==> src/rtl/mult_div.sv <==
// rtl/mult_div.sv - multicycle signed multiply (radix-2 Booth) and divide (restoring) with HI/LO result registers
module mult_div (
  input  logic        clock,
  input  logic        reset,
  input  logic        start_mult,
  input  logic        start_div,
  input  logic [31:0] a,
  input  logic [31:0] b,
  output logic [31:0] hi,
  output logic [31:0] lo,
  output logic        busy,
  output logic        done,
  output logic        div_zero
);

  typedef enum logic [1:0] {IDLE, MULT, DIV, DONE} state_t;

  state_t      state, state_nxt;
  logic [64:0] acc;
  logic [31:0] opnd;
  logic [4:0]  count;
  logic        iter_done;
  logic        a_neg, b_neg;

  logic [31:0] a_mag, b_mag;
  logic [32:0] booth_sum;
  logic [64:0] acc_mult;
  logic [32:0] div_shift, div_diff;
  logic [64:0] acc_div;
  logic [31:0] quo_signed, rem_signed;

  // Multiply layout: acc[64:33] upper partial, acc[32:1] multiplier, acc[0] Booth bit.
  // Divide layout:   acc[63:32] remainder, acc[31:0] dividend shifting into quotient.
  always_comb begin
    a_mag = a[31] ? (~a + 32'd1) : a;
    b_mag = b[31] ? (~b + 32'd1) : b;

    // 33-bit add keeps the -2^31 multiplicand from overflowing the partial
    booth_sum = {acc[64], acc[64:33]};
    case (acc[1:0])
      2'b01:   booth_sum = {acc[64], acc[64:33]} + {opnd[31], opnd};
      2'b10:   booth_sum = {acc[64], acc[64:33]} - {opnd[31], opnd};
      default: booth_sum = {acc[64], acc[64:33]};
    endcase
    acc_mult = {booth_sum, acc[32:1]};

    div_shift = {acc[63:32], acc[31]};
    div_diff  = div_shift - {1'b0, opnd};
    if (!div_diff[32])
      acc_div = {1'b0, div_diff[31:0], acc[30:0], 1'b1};
    else
      acc_div = {1'b0, div_shift[31:0], acc[30:0], 1'b0};

    quo_signed = (a_neg ^ b_neg) ? (~acc[31:0] + 32'd1) : acc[31:0];
    rem_signed = a_neg ? (~acc[63:32] + 32'd1) : acc[63:32];
  end

  always_ff @(posedge clock or posedge reset) begin
    if (reset) state <= IDLE;
    else       state <= state_nxt;
  end

  always_comb begin
    state_nxt = state;
    case (state)
      IDLE: begin
        if (start_mult)     state_nxt = MULT;
        else if (start_div) state_nxt = (b == 32'd0) ? DONE : DIV;
      end
      MULT, DIV: if (iter_done) state_nxt = DONE;
      DONE:      state_nxt = IDLE;
      default:   state_nxt = IDLE;
    endcase
  end

  always_ff @(posedge clock or posedge reset) begin
    if (reset) begin
      acc       <= '0;
      opnd      <= '0;
      count     <= '0;
      iter_done <= 1'b0;
      a_neg     <= 1'b0;
      b_neg     <= 1'b0;
      hi        <= '0;
      lo        <= '0;
      busy      <= 1'b0;
      done      <= 1'b0;
      div_zero  <= 1'b0;
    end else begin
      busy <= (state_nxt == MULT) || (state_nxt == DIV);
      done <= (state_nxt == DONE);
      case (state)
        IDLE: begin
          if (start_mult || start_div) begin
            count     <= '0;
            iter_done <= 1'b0;
            div_zero  <= !start_mult && (b == 32'd0);
            if (start_mult) begin
              acc  <= {32'd0, a, 1'b0};
              opnd <= b;
            end else begin
              acc   <= {33'd0, a_mag};
              opnd  <= b_mag;
              a_neg <= a[31];
              b_neg <= b[31];
            end
          end
        end
        MULT, DIV: begin
          if (iter_done) begin
            if (state == MULT) begin
              hi <= acc[64:33];
              lo <= acc[32:1];
            end else begin
              hi <= rem_signed;
              lo <= quo_signed;
            end
          end else begin
            acc <= (state == MULT) ? acc_mult : acc_div;
            if (count == 5'd31) iter_done <= 1'b1;
            else                count     <= count + 5'd1;
          end
        end
        default: ;
      endcase
    end
  end

endmodule
==> config.mk <==
export PLATFORM = sky130hd
export DESIGN_NAME = mult_div
export DESIGN_NICKNAME = d
export VERILOG_FILES = /design/src/rtl/mult_div.sv
export SDC_FILE = /design/constraint.sdc
export NUM_CORES = 1
export LEC_CHECK = 0
export CAP_MARGIN = 20
export CORE_MARGIN = 2
export CORE_UTILIZATION = 55
export CTS_BUF_LIST = sky130_fd_sc_hd__clkbuf_4 sky130_fd_sc_hd__clkbuf_8 sky130_fd_sc_hd__clkbuf_16
export DETAILED_ROUTE_END_ITERATION = 6
export PLACE_DENSITY = 0.76
export SLEW_MARGIN = 40
export SYNTH_ARGS = -nofsm -noshare
export SYNTH_HDL_FRONTEND = slang
export SYNTH_SLANG_ARGS = --single-unit
export TNS_END_PERCENT = 50
==> constraint.sdc <==
create_clock -name clock -period 8.6 [get_ports clock]
set_clock_uncertainty 0.15 [all_clocks]
set_input_delay 1.72 -clock clock [delete_from_list [all_inputs] [get_ports clock]]
set_output_delay 1.72 -clock clock [all_outputs]
set_load 0.01 [all_outputs]
=== After elaboration in Yosys (flattened, before gate mapping) ===
Index checks and enable logic that the tools add are counted.

* Reduce and logical (&&, ||, !) cells: 15
* Bitwise operators: 6
* $add $sub $neg: 8
* Mux-type cells: 27
* Equality and inequality tests: 13

{| class="wikitable"
|+ Operator list
! cell !! number
|-
| $mux W32 || 7
|-
| $mux W65 || 3
|-
| $pmux W65 S2 || 1
|-
| $add A32 B1 Y32 const B || 4
|-
| $not A32 Y32 || 4
|-
| $pmux W33 S2 || 1
|-
| $mux W64 || 1
|-
| $add A32 B32 Y33 || 1
|-
| $mux W33 || 1
|-
| $sub A32 B32 Y33 || 1
|-
| $sub A33 B32 Y33 || 1
|-
| $logic_not A32 Y1 || 1
|-
| $mux W5 || 3
|-
| $eq A2 B2 Y1 const B || 5
|-
| $pmux W5 S2 || 1
|-
| $reduce_and A4 Y1 || 2
|-
| $eq A2 B1 Y1 const B || 3
|-
| $mux W2 || 3
|-
| $ne A2 B2 Y1 const B || 3
|-
| $pmux W2 S3 || 1
|-
| $reduce_and A2 Y1 || 3
|-
| $reduce_and A3 Y1 || 2
|-
| $add A5 B1 Y5 const B || 1
|-
| $eq A5 B5 Y1 const B || 1
|-
| 11 further kinds || 15
|}

* Output and inout port bits: 67
* Input bits: 68
* Register bits after elaboration: 174

=== Logic depth before layout (Yosys ltp) ===
Gate-level depths: netlist of run 1.

* Depth after elaboration: 7
* Depth in mapped cells: 18
* Depth with buffers taken out: 18

=== Least setup slack after synthesis of run 1 ===
OpenSTA, ideal clock, no wires.

* Path kind: register -> register
* Start point: reg opnd[2]
* End point: reg acc[62]
* Required time: 8.304 ns
* Path buffers: 0
* Arrival time: 4.176 ns
* Period minus slack after synthesis: 4.472 ns
* Stages on the path, launching flop included: 17
* Setup time: 0.146 ns
* Setup slack: 4.128 ns
* Cell sequence: dfrtp_1 or4_1 nor4_4 nand2_1 nor4_2 and2_1 and4_1 a21oi_1 xnor2_1 ha_1 a21o_1 a21o_1 or3_1 o211a_1 or4_1 a31oi_1 a311oi_1

* Word-level cells in the longest chain between the ends: 5
* Elaborated cells between the ends (all ways): 8
* Those cells by class: 3 x add/sub; 5 x mux

{| class="wikitable"
|+ RTL lines
! element !! line !! source
|-
| from (decl) || 20 || <nowiki>logic [31:0] opnd;</nowiki>
|-
| from (signal assigned) || 103 || <nowiki>opnd <= b_mag;</nowiki>
|-
| $sub A32 B32 Y33, or another cell as far along || 42 || <nowiki>2'b10: booth_sum = {acc[64], acc[64:33]} - {opnd[31], opnd};</nowiki>
|-
| $pmux W33 S2 / $mux W64 (equally long branches) || 40, 49 ||
|-
| $mux W65 (*) || 119 || <nowiki>acc <= (state == MULT) ? acc_mult : acc_div;</nowiki>
|-
| $mux W65 (*) || 110 || <nowiki>if (iter_done) begin</nowiki>
|-
| $pmux W65 S2 (*) || 92 || <nowiki>case (state)</nowiki>
|-
| to (signal assigned) || 99 || <nowiki>acc <= {32'd0, a, 1'b0};</nowiki>
|-
| to (signal assigned) || 102 || <nowiki>acc <= {33'd0, a_mag};</nowiki>
|-
| to (signal assigned) || 119 ||
|-
| to (decl) || 19 || <nowiki>logic [64:0] acc;</nowiki>
|}

Every way passes the cells marked *; elsewhere a longest branch is shown, timed or not. The select of a mux whose other input is x is not followed.
A chain may end at the register's enable or synchronous reset.

=== Worst setup path in the final report of run 1 ===
Ends and elaborated chain as after synthesis.

==> reports/results.ini, run 1 <==
[synth]
synth_top_area_share_pct = 27.6
synthCells = 2055
yosys-top-cells-area = dfrtp_1, o21ai_0, xnor2_1
synthFlopType = dfrtp_1
yosysSeqAreaShare_pct = 27.6
synth_nets = 2201
synth_area_per_cell_sq_um = 7.69
post-synth-top-count-cell = nand2_1
synth_common_cells = nand2_1, o21ai_0, a21oi_1
synth.distinct_cells = 84
synth-async-reset-ratio_pct = 100
synth_warnings = 0
synth_top_cell_by_area = dfrtp_1
ys_seq_elements = 174
syn_area_sq_um = 15800
synth_edf_count = 0

[sta]
period_minus_slack_ns = 5.07
final-setup-viol-count = 0
worst_slew_pin_slew_ns = 0.857
setup_tns_ns = 0
finalCritPeriodShare_pct = 58.9
final-hold-violation-count = 0
maxSlewHeadroom_pct = 42.5
grt_setup_unrepaired = false
fmax_mhz = 197
report.final.slew_viol_count = 0

[global_routing]
grt_start_max_net_pins = 125
grt-ovfl-total = 0
grt_usage_pct = 28.6
antenna_found_initial = 0
grt_first_pass_wirelength_microns = 70900
first_global_vias = 13900

[setup_path]
critPathMaxStageDelay_ns = 0.63
critPathMaxFanout = 5
cp.arrival_ns = 5.22
end_kind = flop
path_class = flop to flop
crit_chain = or4_1 -> nor4_4 -> nand2_1 -> nor4_2 -> and2_1 -> nor2_1 -> xnor2_1 -> ha_1 -> a21oi_1 -> o21ai_0 -> or3_1 -> o211a_1 -> a21o_1 -> o211a_1 -> or4_1 -> a31oi_1 -> a311oi_1
crit_required_ns = 8.75
cp-start-kind = flop
slowest_stage = or4_1

[floorplan]
die_w_microns = 173
dieHeight_microns = 173
boundaryPins = 135
die-area_sq_um = 30100
core_sq_um = 28500
initial_core_util_pct = 55.5
fp-row-count = 62

[placed_design]
io_buffers = 134
dpl.hpwl_microns = 31600
gp_congestion = 0.953

[clock_network]
cts_tree = yes
cts_buffers = 17
cts_setup_buffers = 0
cts_root_buf = clkbuf_16
cts_resized = 0
clock-sinks = 174
cts_buffer_depth = 2
clk_pin_slew_ns = 0.08
htree_num_levels = 4
ctsHoldBuffers = 0
insertion_delay_ns = 0.45

[flow_run]
max_cap_viol_count = 0

[cells_and_area]
utilization_pct = 62.7
num_antenna_cells = 0
syn2layout_area_growth_pct = 13.0
drive_above_1_share_pct = 5.39
final_nets = 2231
fillers = 2561

[route]
firstDrtPassIters = 7
route.met2.wl_microns = 21300
via_per_inst = 6.13
post_drt_wl_per_cell_microns = 17.8
dr_wl_met3_microns = 2060
top_layer_used = met4
drc = 0
drt_iter0_drc = 1427
vias = 15200
routed_wl_microns = 44200
wl_met1_microns = 20200
drtAntennaViolNets = 0

[pwr]
ir_worst_vdd_v = 0.000252
power.clock.fraction_pct = 10.1
p_int_w = 0.00362
p_per_area_nw_per_um2 = 428
p_sw_share_pct = 52.6
seqPwrFrac_pct = 19.6
p_leak_nw = 7.53
total_power_w = 0.00765
switchingPower_w = 0.00403
combPwrFrac_pct = 70.3

[run_status]
status = finished, final reports clean

[hold_path]
hold_class = flop to flop

-- flip-flops by register name, summed over array words and instances (netlist names) --
| register | flops |
|---|---|
| state | 2 |
| count | 5 |
| hi | 32 |
| iter_done | 1 |
| div_zero | 1 |
| acc | 65 |
| busy | 1 |
| done | 1 |
| lo | 32 |
| opnd | 32 |
| b_neg | 1 |
| a_neg | 1 |
-- logic make-up after synthesis --
group / share of synthesized area, %
AOI/OAI and AO/OA: 27.3
and+or+nand+nor: 18.7
buffers and inverters: 5.43
xor gates and xnor gates: 10.1
DFF: 27.6
adders and majority gates: 6.27
muxes: 4.69
-- per-layer routing --
metal | vias to the layer above | global-route usage [%]
met5 | - | 0
met4 | 0 | 7.06
met3 | 65 | 3.07
met2 | 467 | 48.3
met1 | 7256 | 39.4
li1 | 7429 | -
-- layout by cell type, fill, tap and decap left out, types with 29 or more instances in the layout --
cell type and instances:
a211oi_1 31, a21o_1 29, o211ai_1 31, nor2_1 184
a21oi_1 191, inv_1 78, ha_1 75, mux2i_1 50
nand2_1 247, clkdlybuf4s50_1 133, xnor2_1 112, dfrtp_1 173
o21ai_0 213, o31ai_1 30, nor3_1 33, xor2_1 69
-- critical path, delay by kind of cell (launching register included) --
kind	cells	cell delay (ns)
AO/OA/AOI/OAI	7	1.36
XOR/XNOR	1	0.14
AND/OR/NAND/NOR	8	2.51
adder cells (fa/ha/maj)	1	0.35
flip-flops	1	0.42
-- worst paths after layout --
kind / start / end / slack [ns] / cells after the start
max in group asynchronous: reset / a_neg / 5.44 / 3
worst min-delay path: hi[11] / hi[11] / 0.33 / 2
worst max-delay path: opnd[2] / acc[62] / 3.53 / 17
min in group asynchronous: reset / lo[24] / 1.65 / 2
worst min register to register: hi[11] / hi[11] / 0.33 / 2
worst max register to register: opnd[2] / acc[62] / 3.53 / 17
-- power groups by stage --
stage               clock network, W  logic (W)  registers [W]
floorplan                          0    0.00434        0.00126
global route                0.000814    0.00593        0.00154
CTS                         0.000780    0.00530        0.00149
detailed placement                 0    0.00525        0.00150
finish                      0.000776    0.00538        0.00150
global placement                   0    0.00515        0.00149
-- stage by stage --
step           worst slack (ns)  hold slack, ns  instances  area [sq um]
2_1_floorplan              2.01           0.327       2055         15800
3_3_place_gp               3.25           0.311       2449         17200
3_5_place_dp               3.12           0.320       2450         17300
4_1_cts                    3.55           0.336       2481         17800
5_1_grt                    3.20           0.351       2481         17900
6_report                   3.53           0.330       2481         17900
-- final cells by class --
| type | count | area, sq um | area share (%) |
|---|---|---|---|
| Sequential cell | 174 | 4360 | 24.4 |
| Clock buffer | 17 | 425 | 2.38 |
| Clock inverter | 14 | 148 | 0.827 |
| Timing Repair Buffer | 151 | 1480 | 8.31 |
| Tap cell | 384 | 480 | 2.69 |
| Inverter | 81 | 312 | 1.74 |
| Multi-Input combinational cell | 1660 | 10700 | 59.6 |
Note: power is estimated with default switching activity, not from simulation.
==> inputs of run 2 (changes only) <==
CORE_UTILIZATION = 54   (was 55)
PLACE_DENSITY = 0.78   (was 0.76)
clock period = 4.5 ns   (was 8.6 ns; I/O delays follow)
==> run 2 against run 1 <==
- clock-buffer cell count grew 1
- core utilization grew 1.7 points
- critical path depth is the same
- sequential share of layout area shrank 0.89 points
- power grew 100%
- flip-flop and latch count is the same
==> reports/results.ini, run 2 (synthesis gave the netlist of run 1 again) <==
[cells_and_area]
largest_reg_flops = 65  ; unchanged
drive_above_1_share_pct = 8.90  ; +3.5 points
mostFrequentLayoutCells = nand2_1, o21ai_0, a21oi_1, nor2_1, dfrtp_1
final_nets = 2290  ; +2.6%
syn2layout_area_growth_pct = 17.3
num_antenna_cells = 0  ; unchanged
regMostFlops = acc
final_common_cell = nand2_1
utilization_pct = 64.4  ; +1.7 points

[floorplan]
dieHeight_microns = 175  ; +0.90%
die-area_sq_um = 30600  ; +1.8%
fp-row-count = 62  ; unchanged
core_sq_um = 28800  ; +1.1%
initial_core_util_pct = 54.9  ; -0.60 points
die_w_microns = 175  ; +0.90%
boundaryPins = 135  ; unchanged

[setup_path]
r2r-end = acc[62]
r2r-start = opnd[5]
cp.arrival_ns = 4.60  ; -0.62 ns
end_kind = flop
path_class = flop to flop
critPathMaxFanout = 3  ; -2
cp-start-kind = flop
crit_required_ns = 4.65  ; -4.10 ns
startpoint = opnd[5]
rrSetupSlack_ns = 0.05  ; -3.48 ns
r2r_cells = 17  ; unchanged

[sta]
final-setup-viol-count = 0  ; unchanged
period_minus_slack_ns = 4.45  ; -0.621 ns
finalCritPeriodShare_pct = 98.8  ; +40 points
finalHoldWorstSlack_ns = 0.327  ; -0.00311 ns
report.final.slew_viol_count = 0  ; unchanged
fmax_mhz = 225  ; +14%
final-hold-violation-count = 0  ; unchanged
grt_setup_unrepaired = true
setup_tns_ns = 0  ; unchanged
worst_slew_pin_slew_ns = 0.866  ; +0.00936 ns
maxSlewHeadroom_pct = 42.1  ; -0.35 points

[pwr]
p_per_area_nw_per_um2 = 837  ; +95%
p_int_w = 0.00745  ; +110%
seqPwrFrac_pct = 17.7  ; -1.9 points
ir_worst_vdd_v = 0.000612  ; +140%
p_leak_nw = 7.90  ; +4.9%
power.clock.fraction_pct = 10.3  ; +0.2 points
combPwrFrac_pct = 72.0  ; +1.7 points
switchingPower_w = 0.00807  ; +100%
p_sw_share_pct = 52.0  ; -0.62 points

[route]
routed_wl_microns = 47500  ; +7.3%
drc = 0  ; unchanged
post_drt_wl_per_cell_microns = 18.7  ; +4.8%
drt_iter0_drc = 1544  ; +8.2%
vias = 15800  ; +3.6%
drtAntennaViolNets = 0  ; unchanged
via_per_inst = 6.20  ; +1.1%
firstDrtPassIters = 6  ; -1

[hold_path]
hold_class = flop to flop
min_from = hi[4]
worstHoldPathCells = 2  ; unchanged
whs_endpoint = hi[4]

[run_status]
status = finished, final reports clean

[global_routing]
grt_first_pass_wirelength_microns = 76000  ; +7.2%
grt_start_max_net_pins = 154  ; +23%
first_global_vias = 14700  ; +5.6%
grt-ovfl-total = 0  ; unchanged
antenna_found_initial = 0  ; unchanged
grt_usage_pct = 30.7  ; +2.1 points

[clock_network]
htree_num_levels = 4  ; unchanged
cts_tree = yes
insertion_delay_ns = 0.46  ; about the same
cts_buffer_depth = 2  ; unchanged
clk_pin_slew_ns = 0.08  ; about the same
cts_root_buf = clkbuf_16
cts_buffers = 17  ; unchanged
clock-sinks = 174  ; unchanged

[placed_design]
io_buffers = 134  ; unchanged
gp_congestion = 0.952  ; -0.12%
dpl.hpwl_microns = 34900  ; +10%

[flow_run]
max_cap_viol_count = 0  ; unchanged

run 2: worst max-delay path by stage:
stage / to / slack, ns / depth (start not counted)
global route: acc[62] / -0.17 / 17
CTS: acc[62] / 0.0001 / 17
floorplan: acc[62] / 0.03 / 16
global placement: acc[62] / -0.04 / 17
detailed placement: acc[62] / -0.11 / 17
finish: acc[62] / 0.05 / 17
run 2: final cells by class:
| class | count | area (sq um) |
|---|---|---|
| clock buffers | 18 | 433 |
| clock inverters | 14 | 169 |
| fillers | 2511 | 10300 |
| inverters | 81 | 310 |
| multi-input cells | 1660 | 10800 |
| flip-flops and latches | 174 | 4350 |
| well taps | 384 | 480 |
| repair buffers | 210 | 2000 |
run 2: metrics by stage:
stage               power (W)  worst slack (ns)  std cells  area (sq um)
finish                 0.0155            0.0535       2541         18500
global route           0.0168            -0.174       2541         18500
CTS                    0.0151          0.000115       2531         18300
detailed placement     0.0135            -0.111       2499         17700
global placement       0.0132           -0.0361       2499         17700
floorplan              0.0107            0.0280       2055         15800
run 2: what timing repair did:
item | CTS | global route
pin swaps | 0 | 22
setup buffers | 0 | 9
hold buffers | 0 | 0
setup endpoints to repair | 3 | 10
gates resized for setup | 7 | 24
hold endpoints to repair | 0 | 0
run 2: metal layers:
| metal | vias up | global-route usage, % | share of wire (%) |
|---|---|---|---|
| li1 | 7559 | - | - |
| met1 | 7519 | 40.0 | 43 |
| met2 | 564 | 50.7 | 47 |
| met3 | 117 | 4.37 | 5.8 |
| met4 | 0 | 13.9 | 4.2 |
| met5 | - | 0 | 0 |
run 2: critical path: stages, from the launching register on:
cell and delay, ns:
dfrtp_1 0.38, or4_4 0.56, nor4_4 0.27, nand2_2 0.11, nor4_4 0.19, and2_4 0.21
buf_6 0.09, and4_4 0.23, a21oi_2 0.06, xnor2_1 0.13, ha_1 0.30, a21o_1 0.17
a21o_1 0.16, or3_4 0.34, o211a_4 0.27, or4_1 0.39, a31oi_1 0.17, a311oi_1 0.10
run 2: power groups by stage:
| stage | registers (W) | clock network, W | logic [W] |
|---|---|---|---|
| final | 0.00275 | 0.00159 | 0.0112 |
| after CTS | 0.00273 | 0.00159 | 0.0108 |
| after detailed placement | 0.00276 | 0 | 0.0107 |
| after floorplan | 0.00241 | 0 | 0.00829 |
| after global routing | 0.00282 | 0.00166 | 0.0123 |
| after global placement | 0.00273 | 0 | 0.0105 |
==> edit: new RTL, settings of run 1 <==
Register the output `lo` once more, with the module's reset; this adds one clock of latency there. The other outputs are not delayed to match.
--- a/src/rtl/mult_div.sv
+++ b/src/rtl/mult_div.sv
@@ -14,6 +14,8 @@
 );
 
   typedef enum logic [1:0] {IDLE, MULT, DIV, DONE} state_t;
+
+  logic [31:0] lo_s0;
 
   state_t      state, state_nxt;
   logic [64:0] acc;
@@ -82,7 +84,7 @@
       a_neg     <= 1'b0;
       b_neg     <= 1'b0;
       hi        <= '0;
-      lo        <= '0;
+      lo_s0     <= '0;
       busy      <= 1'b0;
       done      <= 1'b0;
       div_zero  <= 1'b0;
@@ -110,10 +112,10 @@
           if (iter_done) begin
             if (state == MULT) begin
               hi <= acc[64:33];
-              lo <= acc[32:1];
+              lo_s0 <= acc[32:1];
             end else begin
               hi <= rem_signed;
-              lo <= quo_signed;
+              lo_s0 <= quo_signed;
             end
           end else begin
             acc <= (state == MULT) ? acc_mult : acc_div;
@@ -126,4 +128,12 @@
     end
   end
 
+  always_ff @(posedge clock or posedge reset) begin
+    if (reset) begin
+      lo <= '0;
+    end else begin
+      lo <= lo_s0;
+    end
+  end
+
 endmodule
Behaviour: no difference found for any inputs over 4 cycles, from zero or initial values and one cycle with reset high; that may be too few to reach the edited logic, so the function may still have changed.
==> edit against run 1 <==
Sequential cell count up 32; non-clock buffer count down 1; setup slack worse by 0.082 ns; final cell count up 1.5%; combinational power down 3.7%; first-iteration DRC count up 15%; area after synthesis up 5.2%; count of clock-buffer cells in the layout up 15; final area up 5.5%; power up 2.5%; worst hold slack worse by 0.11 ns; routed wire length up 8.8%; critical path type unchanged.
==> edit: results (changes against run 1) <==
<table>
<tr><th>Metric</th><th>Value</th></tr>
<tr><th colspan="2">Setup path</th></tr>
<tr><td>RR Startpoint</td><td>opnd[11] (was opnd[2])</td></tr>
<tr><td>Highest fanout seen on the critical path</td><td>6 (was 5)</td></tr>
<tr><th colspan="2">Logic synthesis</th></tr>
<tr><td>Mux cell area share after synthesis</td><td>5.01% (was 4.69%)</td></tr>
<tr><td>Net count after synthesis</td><td>2214 (was 2201)</td></tr>
<tr><td>Complex-gate fraction of the synthesized area</td><td>25.0% (was 27.3%)</td></tr>
<tr><td>Synth unique cells</td><td>82 (was 84)</td></tr>
<tr><td>Post-synthesis share of cell area spent on full adders, half adders and majority gates</td><td>5.97% (was 6.27%)</td></tr>
<tr><th colspan="2">Route</th></tr>
<tr><td>Average wire per cell in the routed design</td><td>19.1 µm (was 17.8 µm)</td></tr>
<tr><td>Starting DRT DRC Count</td><td>1638 (was 1427)</td></tr>
<tr><td>Final wirelength</td><td>48100 µm (was 44200 µm)</td></tr>
<tr><td>Iteration count of the initial detailed-routing pass</td><td>6 (was 7)</td></tr>
<tr><th colspan="2">Status</th></tr>
<tr><td>Result of the run</td><td>finished clean (unchanged)</td></tr>
<tr><th colspan="2">CTS</th></tr>
<tr><td>Level count of the clock H-tree</td><td>1 (was 4)</td></tr>
<tr><th colspan="2">Pwr</th></tr>
<tr><td>Net switching share of the total power</td><td>51.5% (was 52.6%)</td></tr>
<tr><td>Seq. pwr</td><td>1.63 mW (was 1.50 mW)</td></tr>
<tr><td>Logic gate share of total power</td><td>66.1% (was 70.3%)</td></tr>
<tr><th colspan="2">STA</th></tr>
<tr><td>Headroom to the max-slew limit</td><td>42.1% (was 42.5%)</td></tr>
<tr><td>Final-layout worst hold slack</td><td>0.225 ns (was 0.330 ns)</td></tr>
<tr><th colspan="2">Placement</th></tr>
<tr><td>RD Place Congestion</td><td>0.979 (was 0.953)</td></tr>
<tr><td>Cell Count Post-Placement</td><td>2476 (was 2450)</td></tr>
<tr><td>Post-detailed-placement cell area</td><td>18000 µm² (was 17300 µm²)</td></tr>
<tr><th colspan="2">Cells and area</th></tr>
<tr><td>Fill count</td><td>2617 (was 2561)</td></tr>
<tr><td>Nets@finish</td><td>2258 (was 2231)</td></tr>
<tr><th colspan="2">GRT</th></tr>
<tr><td>Tot GR Track Use</td><td>30.1% (was 28.6%)</td></tr>
<tr><td>Largest net degree at the start of global routing</td><td>121 (was 125)</td></tr>
<tr><th colspan="2">Min path</th></tr>
<tr><td>Number of cells on the worst hold path</td><td>0 (was 2)</td></tr>
</table>
[edit: changes by cell type in the layout (fill, tap and decap cells not counted), moves of 8 or more]
cell / before / now
sky130_fd_sc_hd__a21o_1: 29 / 40
sky130_fd_sc_hd__nand2b_1: 20 / 12
sky130_fd_sc_hd__o211ai_1: 31 / 14
sky130_fd_sc_hd__dfrtp_1: 173 / 206
sky130_fd_sc_hd__o21ai_0: 213 / 225
sky130_fd_sc_hd__o41ai_1: 19 / 10
sky130_fd_sc_hd__a32o_1: 13 / 5
sky130_fd_sc_hd__nor2_1: 184 / 155
sky130_fd_sc_hd__mux2i_1: 50 / 67
sky130_fd_sc_hd__nand2_1: 247 / 258
sky130_fd_sc_hd__o31ai_1: 30 / 18
sky130_fd_sc_hd__nand3_1: 19 / 35
sky130_fd_sc_hd__o21ai_1: 11 / 3
sky130_fd_sc_hd__a21oi_1: 191 / 182
[edit: logic make-up after synthesis]
kind of cell | after synthesis
flops | 206
buf+inv | 213
simple gates | 626
fa+ha+maj | 78
mux | 81
compound gates | 674
xor+xnor | 190
[edit: area by class of cell]
class | count | share of cell area, %
clock inverters | 11 | 0.704
flip-flops and latches | 206 | 27.4
clock buffers | 32 | 3.61
inverters | 81 | 1.65
repair buffers | 150 | 7.84
multi-input cells | 1649 | 56.2
well taps | 390 | 2.59
[edit: how the worst max path moves through the flow]
stage | cells past startpoint | start | end
floorplan | 1 | reset | a_neg
global placement | 10 | start_mult | acc[63]
detailed placement | 11 | b[6] | busy
CTS | 18 | opnd[1] | acc[63]
global route | 16 | opnd[11] | acc[63]
finish | 16 | opnd[11] | acc[63]
[edit: layer usage]
layer | share of wire, % | vias up | track usage [%]
li1 | - | 7503 | -
met1 | 49 | 7469 | 48.1
met2 | 40 | 613 | 42.5
met3 | 9.2 | 51 | 5.18
met4 | 1.5 | 0 | 5.33
met5 | 0 | - | 0
[edit: critical path, stage by stage (launching register included)]
cell and delay, ns:
sky130_fd_sc_hd__dfrtp_1 0.43, sky130_fd_sc_hd__or4_4 0.58, sky130_fd_sc_hd__nor4_1 0.44, sky130_fd_sc_hd__nor4b_2 0.40, sky130_fd_sc_hd__and2_2 0.27, sky130_fd_sc_hd__a31oi_1 0.11, sky130_fd_sc_hd__xnor2_1 0.15, sky130_fd_sc_hd__ha_1 0.35
sky130_fd_sc_hd__and3_1 0.22, sky130_fd_sc_hd__nand2_1 0.09, sky130_fd_sc_hd__nor3_1 0.06, sky130_fd_sc_hd__a32o_1 0.25, sky130_fd_sc_hd__a2111oi_0 0.69, sky130_fd_sc_hd__mux2i_1 0.20, sky130_fd_sc_hd__a221oi_1 0.38, sky130_fd_sc_hd__a31oi_1 0.13
sky130_fd_sc_hd__o22ai_1 0.15
